==> config.mk <==
export PLATFORM = sky130hd
export DESIGN_NAME = cpu6_ifu_prefetch
export DESIGN_NICKNAME = d
export VERILOG_FILES = /design/src/rtl/cpu6_ifu_prefetch_pkg.sv /design/src/rtl/cpu6_ifu_fifo.sv /design/src/rtl/cpu6_ifu_prefetch.sv
export SDC_FILE = /design/constraint.sdc
export NUM_CORES = 1
export LEC_CHECK = 0
export ABC_AREA = 1
export CORE_MARGIN = 2
export CORE_UTILIZATION = 47
export DETAILED_ROUTE_END_ITERATION = 8
export PLACE_DENSITY_LB_ADDON = 0.08
export SYNTH_ARGS = -nofsm -noshare
export SYNTH_HDL_FRONTEND = slang
export SYNTH_SLANG_ARGS = --single-unit
==> constraint.sdc <==
create_clock -name clk -period 4.7 [get_ports clk]
set_input_delay 0.47 -clock clk [delete_from_list [all_inputs] [get_ports clk]]
set_output_delay 0.47 -clock clk [all_outputs]
set_load 0.02 [all_outputs]
==> src/rtl/cpu6_ifu_prefetch_pkg.sv <==
// Shared constants and FSM state type for the cpu6 instruction-fetch prefetcher.
package cpu6_ifu_prefetch_pkg;

    localparam int unsigned CPU6_XLEN      = 32;
    localparam int unsigned CPU6_IFU_DEPTH = 4;
    localparam logic [31:0] CPU6_NOP       = 32'h0000_0013;

    typedef enum logic [1:0] {
        IFU_BOOT  = 2'd0,
        IFU_FETCH = 2'd1,
        IFU_HOLD  = 2'd2
    } ifu_state_e;

endpackage

==> src/rtl/cpu6_ifu_fifo.sv <==
// Synchronous FIFO with single-cycle flush; head word is read straight from storage.
module cpu6_ifu_fifo #(
    parameter int unsigned WIDTH = 64,
    parameter int unsigned DEPTH = 4,
    localparam int unsigned AW = $clog2(DEPTH),
    localparam int unsigned CW = AW + 1
) (
    input  logic             clk,
    input  logic             reset,
    input  logic             push,
    input  logic             pop,
    input  logic             flush,
    input  logic [WIDTH-1:0] din,
    output logic [WIDTH-1:0] dout,
    output logic [CW-1:0]    count
);

    logic [WIDTH-1:0] mem [DEPTH];
    logic [AW-1:0]    wptr;
    logic [AW-1:0]    rptr;
    logic             do_push;
    logic             do_pop;

    assign do_pop  = pop && (count != '0);
    assign do_push = push && ((count != CW'(DEPTH)) || do_pop);
    assign dout    = mem[rptr];

    // Pointers wrap naturally since DEPTH is a power of two.
    always_ff @(posedge clk) begin
        if (reset || flush) begin
            wptr  <= '0;
            rptr  <= '0;
            count <= '0;
        end else begin
            if (do_push) wptr <= wptr + AW'(1);
            if (do_pop)  rptr <= rptr + AW'(1);
            count <= count + CW'(do_push) - CW'(do_pop);
        end
    end

    always_ff @(posedge clk) begin
        if (do_push && !flush) mem[wptr] <= din;
    end

endmodule

==> src/rtl/cpu6_ifu_prefetch.sv <==
// In-order instruction prefetcher: issues word fetches under a credit limit, buffers
// returned words with their PCs, and flushes/refetches on an execute-stage redirect.
module cpu6_ifu_prefetch
    import cpu6_ifu_prefetch_pkg::*;
#(
    parameter int unsigned     XLEN     = CPU6_XLEN,
    parameter int unsigned     DEPTH    = CPU6_IFU_DEPTH,
    parameter int unsigned     MAX_OUT  = 2,
    parameter logic [XLEN-1:0] RESET_PC = '0
) (
    input  logic            clk,
    input  logic            reset,
    input  logic            redirect_i,
    input  logic [XLEN-1:0] redirect_pc_i,
    output logic            imem_req_o,
    output logic [XLEN-1:0] imem_addr_o,
    input  logic            imem_gnt_i,
    input  logic            imem_rvalid_i,
    input  logic [XLEN-1:0] imem_rdata_i,
    output logic            instr_valid_o,
    output logic [XLEN-1:0] instr_o,
    output logic [XLEN-1:0] instr_pc_o,
    input  logic            instr_ready_i
);

    localparam int unsigned CW = $clog2(DEPTH) + 1;
    localparam int unsigned SW = CW + 1;
    localparam int unsigned OW = $clog2(MAX_OUT + 1);
    localparam int unsigned TW = (MAX_OUT > 1) ? $clog2(MAX_OUT) : 1;

    ifu_state_e        state;
    ifu_state_e        state_n;
    logic [XLEN-1:0]   fpc;
    logic [OW-1:0]     inflight;
    logic [OW-1:0]     inflight_n;
    logic [OW-1:0]     discard;
    logic [OW-1:0]     discard_n;
    logic [OW-1:0]     live_n;
    logic [CW-1:0]     count;
    logic [CW-1:0]     count_n;
    logic              credit_ok;
    logic              req_n;
    logic              hs;
    logic              push;
    logic              pop;
    logic [2*XLEN-1:0] fifo_dout;
    logic [XLEN-1:0]   tag [MAX_OUT];
    logic [TW-1:0]     tw;
    logic [TW-1:0]     tr;

    assign hs   = imem_req_o && imem_gnt_i;
    assign push = imem_rvalid_i && (discard == '0) && !redirect_i;
    assign pop  = instr_valid_o && instr_ready_i && !redirect_i;

    // Next-state, credit and request decision from next-cycle occupancy.
    always_comb begin
        state_n    = state;
        inflight_n = inflight + OW'(hs) - OW'(imem_rvalid_i);
        discard_n  = discard;
        count_n    = count + CW'(push) - CW'(pop);
        live_n     = '0;
        credit_ok  = 1'b0;
        req_n      = 1'b0;

        if (redirect_i) begin
            discard_n = inflight_n;
            count_n   = '0;
        end else if (imem_rvalid_i && (discard != '0)) begin
            discard_n = discard - OW'(1);
        end

        live_n    = inflight_n - discard_n;
        credit_ok = ((SW'(count_n) + SW'(live_n)) < SW'(DEPTH)) && (inflight_n < OW'(MAX_OUT));

        case (state)
            IFU_BOOT:  state_n = IFU_FETCH;
            IFU_FETCH: if (!credit_ok) state_n = IFU_HOLD;
            IFU_HOLD:  if (credit_ok)  state_n = IFU_FETCH;
            default:   state_n = IFU_BOOT;
        endcase
        if (redirect_i) state_n = IFU_FETCH;

        req_n = (state_n == IFU_FETCH) && credit_ok;
    end

    always_ff @(posedge clk) begin
        if (reset) begin
            state      <= IFU_BOOT;
            imem_req_o <= 1'b0;
            inflight   <= '0;
            discard    <= '0;
        end else begin
            state      <= state_n;
            imem_req_o <= req_n;
            inflight   <= inflight_n;
            discard    <= discard_n;
        end
    end

    // Fetch PC only moves on a handshake or redirect, keeping addr stable while req waits.
    always_ff @(posedge clk) begin
        if (reset) begin
            fpc <= RESET_PC;
        end else if (redirect_i) begin
            fpc <= redirect_pc_i & ~XLEN'(3);
        end else if (hs) begin
            fpc <= fpc + XLEN'(4);
        end
    end

    assign imem_addr_o = fpc;

    // PC tag queue: only live requests are tagged, so discarded responses never read it.
    always_ff @(posedge clk) begin
        if (reset || redirect_i) begin
            tw <= '0;
            tr <= '0;
        end else begin
            if (hs)   tw <= (tw == TW'(MAX_OUT - 1)) ? '0 : tw + TW'(1);
            if (push) tr <= (tr == TW'(MAX_OUT - 1)) ? '0 : tr + TW'(1);
        end
    end

    always_ff @(posedge clk) begin
        if (hs && !redirect_i) tag[tw] <= fpc;
    end

    cpu6_ifu_fifo #(
        .WIDTH (2 * XLEN),
        .DEPTH (DEPTH)
    ) u_fifo (
        .clk   (clk),
        .reset (reset),
        .push  (push),
        .pop   (pop),
        .flush (redirect_i),
        .din   ({tag[tr], imem_rdata_i}),
        .dout  (fifo_dout),
        .count (count)
    );

    assign instr_valid_o = (count != '0);
    assign instr_o       = instr_valid_o ? fifo_dout[XLEN-1:0] : XLEN'(CPU6_NOP);
    assign instr_pc_o    = instr_valid_o ? fifo_dout[2*XLEN-1:XLEN] : '0;

    a_rvalid_inflight: assert property (@(posedge clk) disable iff (reset)
        imem_rvalid_i |-> (inflight != '0));

    a_req_hold: assert property (@(posedge clk) disable iff (reset)
        (imem_req_o && !imem_gnt_i && !redirect_i) |=> (imem_req_o && $stable(imem_addr_o)));

endmodule
==> impl_metrics.sql <==
INSERT INTO impl_metrics (metric_group, metric, value, unit) VALUES
('outcome', 'outcome', 'finished, final reports clean', ''),
('detailed_routing', 'vias_per_cell', '5.22', ''),
('detailed_routing', 'detail_route.wl_per_cell', '17.4', 'um'),
('clocking', 'cts_tree', 'yes', ''),
('worst_setup_path', 'ff2ff_path_depth', '11', ''),
('detailed_routing', 'drt_wl_total', '33.4', 'mm'),
('logic_synthesis', 'syn_area', '14900', 'sq um'),
('sta', 'timing.final.max_slew_violations', '0', ''),
('clocking', 'postCtsResizedCells', '0', ''),
('die', 'fp.coreArea', '31400', 'sq um'),
('logic_synthesis', 'synth-async-reset-ratio', '0', ''),
('sta', 'setup-tns-final', '0', 'ps'),
('detailed_routing', 'drc', '0', ''),
('sta', 'layout_min_cycle_time', '3680', 'ps'),
('logic_synthesis', 'synth_xor_area_frac', '0.00823', ''),
('logic_synthesis', 'synthFlopType', 'sky130_fd_sc_hd__edfxtp_1', ''),
('clocking', 'clock_tree.root_cell', 'sky130_fd_sc_hd__clkbuf_16', ''),
('logic_synthesis', 'post_synth_and_or_nand_nor_area_fraction', '0.140', ''),
('hold_path', 'hp-class', 'reg -> reg', ''),
('run', 'maxCapViolations', '0', ''),
('sta', 'worst_slew_pin_slew', '895', 'ps'),
('place', 'detailedPlacementHpwl', '19.6', 'mm'),
('sta', 'max_freq', '0.272', 'GHz'),
('power', 'peakVddDrop', '0.277', 'mV'),
('sta', 'final-setup-viol-count', '0', ''),
('sta', 'fin_worst_skew', '21.7', 'ps'),
('finish', 'layout-area-overhead-vs-synth', '22.4', '%'),
('place', 'gpl.final_weighted_congestion', '0.870', ''),
('finish', 'final_layout_size_suffix_gt1_frac', '0.0868', ''),
('logic_synthesis', 'synth-seq-area-share', '0.687', ''),
('worst_setup_path', 'critical_path_peak_fanout', '55', ''),
('finish', 'insertedDiodeCount', '0', ''),
('logic_synthesis', 'synth_commonest_cells', 'sky130_fd_sc_hd__nor2_1 (331), sky130_fd_sc_hd__edfxtp_1 (308), sky130_fd_sc_hd__nand2_1 (161), sky130_fd_sc_hd__o21ai_0 (141), sky130_fd_sc_hd__a21oi_1 (93)', ''),
('logic_synthesis', 'synthDistinctLibCells', '33', ''),
('sta', 'fin_crit_sh', '0.783', ''),
('worst_setup_path', 'timing.critical_path.from_type', 'flop', ''),
('logic_synthesis', 'synth_edf_count', '308', ''),
('clocking', 'clkTransAtPathRegs', '50', 'ps'),
('clocking', 'cts_hold_buffers', '0', ''),
('hold_path', 'worst_hold_path.num_cells', '2', ''),
('place', 'placed_area', '17000', 'sq um'),
('power', 'power.static_leakage', '6.30', 'nW'),
('die', 'die_x', '182', 'um'),
('detailed_routing', 'postRouteAntennaNets', '0', ''),
('global_route', 'globalRouteTotalUtil', '0.201', ''),
('logic_synthesis', 'synth_top_area_frac', '0.621', ''),
('clocking', 'post_cts_buffers', '0', ''),
('worst_setup_path', 'critical_path_rt', '4230', 'ps'),
('global_route', 'grt_pass1_wl', '52.1', 'mm'),
('finish', 'final_stage_net_count', '1579', ''),
('finish', 'final_design_area_no_fill', '18200', 'sq um'),
('logic_synthesis', 'muxShareOfSynthArea', '0.0227', ''),
('global_route', 'grt_pass1_vias', '9779', ''),
('logic_synthesis', 'post-synth-top-area-cell', 'sky130_fd_sc_hd__edfxtp_1', ''),
('global_route', 'grt_max_degree', '75', ''),
('finish', 'sequential_cell_area', '10200', 'sq um'),
('place', 'io_buffer_count', '161', ''),
('sta', 'slew_headroom', '0.403', ''),
('die', 'initial_core_util', '0.474', ''),
('worst_setup_path', 'end_kind', 'output pin', ''),
('finish', 'multi_input_comb_area', '4170', 'sq um'),
('clocking', 'numClockSinks', '357', ''),
('clocking', 'buffer_depth_of_the_longest_clock_path', '3', ''),
('logic_synthesis', 'yosys_register_bits', '357', ''),
('logic_synthesis', 'most_frequently_used_cell_type_in_the_post_synthesis_netlist', 'sky130_fd_sc_hd__nor2_1', ''),
('sta', 'setup_repair_after_global_routing_missed_its_margin', 'false', ''),
('logic_synthesis', 'netlist_instances', '1336', ''),
('sta', 'report.final.hold_viol_count', '0', ''),
('logic_synthesis', 'synth.area.top_cells', 'sky130_fd_sc_hd__edfxtp_1 (62%), sky130_fd_sc_hd__nor2_1 (8.3%), sky130_fd_sc_hd__dfxtp_1 (6.6%), sky130_fd_sc_hd__o21ai_0 (4.7%), sky130_fd_sc_hd__nand2_1 (4.1%)', ''),
('die', 'chipHeight', '182', 'um'),
('logic_synthesis', 'syn-mean-instance-area', '11.1', 'sq um');
## area by class of cell
cell class	count	share of cell area
clock inverter	23	0.0143
sequential	357	0.562
clock buffer	45	0.0553
tap	402	0.0276
inverter	67	0.0138
multi-input combinational	849	0.229
timing repair buffer	180	0.0983
## layer usage
layer  routed length (um)  vias up  GRT usage
met3                 1920       62     0.0359
met1                15000     4790      0.270
li1                     -     4906          -
met5                    0        -          0
met4                  818        0     0.0665
met2                15700      286      0.335
## cell families (layout without fill, tap and decap cells)
group / after synthesis / count (layout)
DFF: 357 / 357
other: 1 / 4
and+or+nand+nor: 529 / 529
buffers and inverters: 133 / 315
muxes: 30 / 30
adders and majority gates: 16 / 16
AOI/OAI and AO/OA: 256 / 256
xor gates and xnor gates: 14 / 14
## power by group
| part | switching [mW] | total, mW | internal [mW] |
|---|---|---|---|
| combinational | 0.329 | 0.561 | 0.232 |
| sequential | 0.0578 | 3.59 | 3.53 |
| clock | 1.16 | 3.01 | 1.86 |
## worst max-delay path, cell delays in order (launching register included)
cell	delay (ps)
sky130_fd_sc_hd__dfxtp_4	500
sky130_fd_sc_hd__inv_2	710
sky130_fd_sc_hd__buf_4	440
sky130_fd_sc_hd__nor2_1	70
sky130_fd_sc_hd__nor2_1	80
sky130_fd_sc_hd__o21ai_0	100
sky130_fd_sc_hd__o311ai_0	130
sky130_fd_sc_hd__clkdlybuf4s50_1	660
## layout by cell type, fill, tap and decap left out, types with 2 or more instances in the layout
cell,count
sky130_fd_sc_hd__buf_4,16
sky130_fd_sc_hd__inv_1,60
sky130_fd_sc_hd__clkinvlp_4,2
sky130_fd_sc_hd__inv_2,7
sky130_fd_sc_hd__ha_1,14
sky130_fd_sc_hd__nand3_1,21
sky130_fd_sc_hd__clkdlybuf4s50_1,161
sky130_fd_sc_hd__o21ai_0,141
sky130_fd_sc_hd__o311ai_0,4
sky130_fd_sc_hd__xnor2_1,3
sky130_fd_sc_hd__bufinv_16,6
sky130_fd_sc_hd__nor2_2,6
sky130_fd_sc_hd__a21oi_1,93
sky130_fd_sc_hd__nand2_1,161
sky130_fd_sc_hd__conb_1,4
sky130_fd_sc_hd__xor2_1,11
sky130_fd_sc_hd__nand3_2,2
sky130_fd_sc_hd__a31oi_1,8
sky130_fd_sc_hd__a22o_1,6
sky130_fd_sc_hd__nor2_4,8
sky130_fd_sc_hd__mux2_2,30
sky130_fd_sc_hd__nor2_1,325
sky130_fd_sc_hd__clkinv_2,3
sky130_fd_sc_hd__buf_12,3
sky130_fd_sc_hd__clkbuf_16,39
sky130_fd_sc_hd__dfxtp_1,47
sky130_fd_sc_hd__edfxtp_1,308
sky130_fd_sc_hd__nand2_2,3
sky130_fd_sc_hd__fa_1,2
sky130_fd_sc_hd__clkinv_1,11
sky130_fd_sc_hd__clkbuf_1,5
## metrics by stage
stage | power [mW] | setup WS (ps) | hold WS [ps] | utilization | std cells
after global placement | 4.21 | 1370 | 451 | 0.540 | 1855
after floorplan | 3.96 | 619 | 436 | - | 1339
after global routing | 7.42 | 687 | 493 | 0.580 | 1923
after CTS | 7.24 | 902 | 471 | 0.580 | 1923
final | 7.17 | 1020 | 463 | 0.580 | 1923
after detailed placement | 4.22 | 1320 | 456 | 0.540 | 1855
## final timing paths
check / end / slack [ps] / start
min reg2reg: flop / 460 / u_fifo.rptr[1]
min: flop / 460 / u_fifo.rptr[1]
max: instr_o[4] / 1020 / flop
max reg2reg: u_fifo.count[2] / 2000 / u_fifo.count[1]
## sequential cells by signal (all words and copies together) (netlist names), named ones only
register	count
u_fifo.count	3
inflight	2
tr	1
u_fifo.rptr	2
u_fifo.wptr	2
u_fifo.mem	248
imem_req_o	1
tw	1
imem_addr_o	30
state	2
tag	60
discard	2
Note: power is estimated with default switching activity, not from simulation.
